--- config.mk ---
export PLATFORM = sky130hd
export DESIGN_NAME = fetch_pc_gen
export DESIGN_NICKNAME = d
export VERILOG_FILES = /design/src/rtl/fetch_pc_gen.sv
export SDC_FILE = /design/constraint.sdc
export NUM_CORES = 1
export LEC_CHECK = 0
export ABC_AREA = 1
export ABC_CLOCK_PERIOD_IN_PS = 4400
export CELL_PAD_IN_SITES_DETAIL_PLACEMENT = 0
export CELL_PAD_IN_SITES_GLOBAL_PLACEMENT = 1
export CORE_ASPECT_RATIO = 1.1
export CORE_MARGIN = 2
export CORE_UTILIZATION = 36
export CTS_BUF_LIST = sky130_fd_sc_hd__clkbuf_2
export DETAILED_ROUTE_END_ITERATION = 10
export PLACE_DENSITY_LB_ADDON = 0.2
export SLEW_MARGIN = 10
export SYNTH_ARGS = -nofsm -noshare
export SYNTH_HDL_FRONTEND = slang
export SYNTH_SLANG_ARGS = --single-unit
--- constraint.sdc ---
create_clock -name clk -period 4.4 [get_ports clk]
set_input_delay 1.1 -clock clk [delete_from_list [all_inputs] [get_ports clk]]
set_output_delay 1.1 -clock clk [all_outputs]
set_load 0.03 [all_outputs]
--- src/rtl/fetch_pc_gen.sv ---
// rtl/fetch_pc_gen.sv - fetch-group PC generator with held branch redirect and I-side exception flags
// Optional feature macro: MANGO_FETCH_ALIGN_EN (fetch groups aligned to 4*FETCH_WIDTH bytes)
module fetch_pc_gen #(
    parameter int                ADDR_W      = 32,
    parameter int                FETCH_WIDTH = 2,
    parameter logic [ADDR_W-1:0] RESET_VEC   = 32'hBFC00000
) (
    input  logic                   clk,
    input  logic                   rst,
    input  logic                   stall,
    input  logic                   flush,
    input  logic [ADDR_W-1:0]      flush_pc,
    input  logic                   br_flag,
    input  logic [ADDR_W-1:0]      br_addr,
    input  logic                   usermode,
    input  logic                   i_tlbr,
    input  logic                   i_tlbi,
    input  logic                   fetch_ack,
    output logic                   fetch_req,
    output logic [ADDR_W-1:0]      pc,
    output logic [ADDR_W-1:0]      pc_seq,
    output logic [FETCH_WIDTH-1:0] valid_mask,
    output logic [2:0]             excp,
    output logic                   i_en
);

    localparam int                GROUP_BYTES = 4 * FETCH_WIDTH;
    localparam int                OFF_W       = $clog2(GROUP_BYTES);
    localparam logic [ADDR_W-1:0] GROUP_INC   = ADDR_W'(GROUP_BYTES);

    logic              pend_v;
    logic [ADDR_W-1:0] pend_addr;
    logic              adv;
    logic              ade;

    assign fetch_req = i_en;
    assign adv       = i_en & fetch_ack & ~stall;

    // A redirect that cannot be taken yet is parked in pend_addr; flush always wins.
    always_ff @(posedge clk or posedge rst) begin
        if (rst) begin
            pc        <= '0;
            i_en      <= 1'b0;
            pend_v    <= 1'b0;
            pend_addr <= '0;
        end else if (!i_en) begin
            i_en <= 1'b1;
            pc   <= flush ? flush_pc : RESET_VEC;
        end else if (flush) begin
            pc     <= flush_pc;
            pend_v <= 1'b0;
        end else if (br_flag && adv) begin
            pc     <= br_addr;
            pend_v <= 1'b0;
        end else if (br_flag) begin
            pend_v    <= 1'b1;
            pend_addr <= br_addr;
        end else if (adv && pend_v) begin
            pc     <= pend_addr;
            pend_v <= 1'b0;
        end else if (adv) begin
            pc <= pc_seq;
        end
    end

`ifdef MANGO_FETCH_ALIGN_EN
    localparam logic [ADDR_W-1:0] ALIGN_MASK = ADDR_W'(GROUP_BYTES - 1);

    assign pc_seq = (pc & ~ALIGN_MASK) + GROUP_INC;

    // Slots below the entry slot of a mid-group target are not part of the fetch.
    generate
        if (FETCH_WIDTH == 1) begin : g_mask_single
            assign valid_mask = i_en;
        end else begin : g_mask_multi
            logic [OFF_W-3:0] slot;
            assign slot = pc[OFF_W-1:2];
            for (genvar k = 0; k < FETCH_WIDTH; k++) begin : g_slot
                assign valid_mask[k] = i_en & (slot <= (OFF_W-2)'(k));
            end
        end
    endgenerate
`else
    assign pc_seq     = pc + GROUP_INC;
    assign valid_mask = {FETCH_WIDTH{i_en}};
`endif

    assign ade  = (pc[1:0] != 2'b00) | (usermode & pc[ADDR_W-1]);
    assign excp = i_en ? {i_tlbi, i_tlbr, ade} : 3'b000;

endmodule

==> results.txt <==
Status -> finished clean
Port Buffer Count -> 143
CP cell instances -> ha_1 -> nand3_2 -> inv_2 -> nand2_2 -> nor2_4 -> nand4_1 -> nand2_1 -> clkdlybuf4s50_1
Core area -> 0.0120 mm²
Final worst slack -> 0.533 ns
Antenna-violating nets left -> 0
Die width -> 110 µm
# Post-CTS Setup Buffers -> 0
Clock latency on the worst-skew pair -> 0.53 ns
Worst-Margin Slew -> 0.793 ns
Crit end category -> output port
Sequential fraction of design power -> 0.440
Via density -> 5.02
Grt peak-use layer -> met2
Pre-CTS setup slack -> 0.892 ns
Met1 Use GR -> 0.316
Switching power -> 725 µW
Clk_skew -> 0.0253 ns
IO Pins -> 144
Sequential fraction of the synthesis area -> 0.372
Worst path required time -> 3.30 ns
# fillers -> 1240
CP Max Fanout -> 7
DR pass1 iterations -> 5
Reg2Reg Depth -> 7
Largest stage delay on the critical path -> 0.67 ns
Power density cells -> 299 mW/mm²
Hold Path Class -> register to register
Commonest non-fill, non-tap cell in the layout -> nand2_1
Comb power frac -> 0.385
Post-synthesis cell type count -> 38
Rel. slew slack -> 0.470
Yosys top cell area share -> 0.372
Hold_buf cts -> 0
Cells after DPL -> 921
Post-DR wirelength/cell -> 15.8 µm
Clock-pin slew on the worst setup and hold paths -> 0.21 ns
Cts bufs inserted -> 9
Synth Net Count -> 727
PnR Total Power -> 1.79 mW
Mapped Cells -> 653
GRT overflow -> 0
#FFs+latches synth -> 66
Post-CTS resize count -> 0
Row count -> 42
Type of the worst setup path -> register to output port
CTS tree -> built
Initial Util -> 0.369
Period utilization -> 0.879
Unrepaired setup endpoints after global routing -> false
Setup Total Neg Slack -> 0 ns
Clock power frac -> 0.175
Vias -> 4705
P_leak -> 2.87 nW
Max Root-Sink Buffers -> 2
Met3 usage -> 0.0415
Initial antenna violation count -> 0
Die area -> 0.0132 mm²
H-Tree Depth -> 3
Antenna cells -> 0
Post-DP HPWL -> 10500 µm
Clock sinks -> 66
Mean Syn Cell Area -> 6.80 µm²
Max Clk Rate -> 0.259 GHz
Slowest cell on crit path -> clkdlybuf4s50_1
Hold path cells -> 1
1st-iter DRT viols -> 266
Post-Syn Area -> 0.00444 mm²
Dominant cells by area after synthesis -> dfrtp_1, nand2_1, a21oi_1
Cell Count, Final, Fillers Out -> 937
Ys Warns -> 0
First-pass GRT wire length -> 23600 µm
Internal -> 1.07 mW
Final hold vios -> 0
Commonest non-fill, non-tap cells in the layout -> nand2_1, clkdlybuf4s50_1, a21oi_1, dfrtp_1, inv_1
GP Congestion -> 0.856
Critical Path AT -> 2.77 ns
Root Buffer -> clkbuf_2
Share of layout cells above drive strength 1 -> 0.0575
Met2 usage in global routing -> 0.383
Nets -> 852
Final WL -> 14800 µm
Die Y-Extent -> 120 µm
Largest net degree at the start of global routing -> 54
Max Slew Vio Count -> 0
Tmin final -> 3.87 ns
Vias in the first global route -> 4549
Sw Ratio -> 0.404
Max-Cap Viols -> 0
Drt drc -> 0
Max rail drop VDD -> 0.149 mV
P&R area growth vs syn -> 35.2%
Biggest area consumer among synthesized cells -> dfrtp_1
CP startpoint kind -> register
Final setup fails -> 0
GR Util All Layers -> 0.233
-- layer usage --
| layer | share of wire | vias to the layer above |
|---|---|---|
| met5 | 0 | - |
| met4 | 0.0096 | 0 |
| met3 | 0.060 | 15 |
| met2 | 0.48 | 146 |
| met1 | 0.45 | 2212 |
| li1 | - | 2332 |
-- state kept, by name, summed over array words and instances (netlist names) --
signal	count
pend_v	1
fetch_req	1
pend_addr	32
pc	32
-- cell families (layout without fill, tap and decap cells) --
logic type | Yosys count | after routing | synth area share
adders and majority gates | 1 | 1 | 0.00282
xor gates and xnor gates | 9 | 9 | 0.0195
muxes | 12 | 12 | 0.0304
AOI/OAI and AO/OA | 122 | 122 | 0.144
and+or+nand+nor | 334 | 334 | 0.328
buffers and inverters | 108 | 238 | 0.103
DFF | 66 | 66 | 0.372
other | 1 | 1 | 0.000845
-- metrics by stage --
stage	util	cell area [µm²]	hold slack, ns
after CTS	0.499	6000	0.517
after detailed placement	0.492	5920	0.474
after floorplan	-	4440	0.453
after global routing	0.499	6000	0.540
after global placement	0.492	5920	0.467
final	0.499	6000	0.518
-- Yosys cell counts (all sizes together) --
master  instances
nand2         199
a21oi          78
inv            73
nor2           69
dfrtp          66
nand3          49
o21ai          33
buf            19
clkbuf         14
mux2           12
and2            6
xnor2           6
a22oi           5
nand3b          4
nand4           4
o211ai          4
xor2            3
clkinv          2
nor3            2
o21bai          2
conb            1
ha              1
nor3b           1
-- area by class of cell --
type	count	area (µm²)	area share
inverter	75	285	0.0475
sequential	66	1650	0.275
clock inverter	4	18.8	0.00313
timing repair buffer	147	1460	0.244
clock buffer	12	60.1	0.0100
tap	154	193	0.0321
multi-input combinational	479	2330	0.388
-- power by group through the flow --
stage,clock [mW],sequential (mW),combinational [mW]
after global placement,0,0.795,0.685
after detailed placement,0,0.800,0.691
after floorplan,0,0.841,0.345
after global routing,0.346,0.804,0.749
final,0.313,0.789,0.689
after CTS,0.319,0.788,0.694
-- worst max-delay path: cells and delay by family (launching register included) --
family | cells | cell delay, ns
buffers and inverters | 2 | 0.77
flip-flops | 1 | 0.48
adder cells (fa/ha/maj) | 1 | 0.27
AND/OR/NAND/NOR | 5 | 0.71
-- final timing paths --
check	from	to	slack [ns]
min	pend_addr[28]	pend_addr[28]	0.52
max reg2reg	fetch_req	pc[2]	2.12
max in group asynchronous	rst	pend_addr[31]	2.43
min in group asynchronous	rst	pc[3]	1.00
max	pc[3]	pc_seq[27]	0.53
min reg2reg	pend_addr[28]	pend_addr[28]	0.52
No activity file was read; power rests on OpenSTA's default activity.
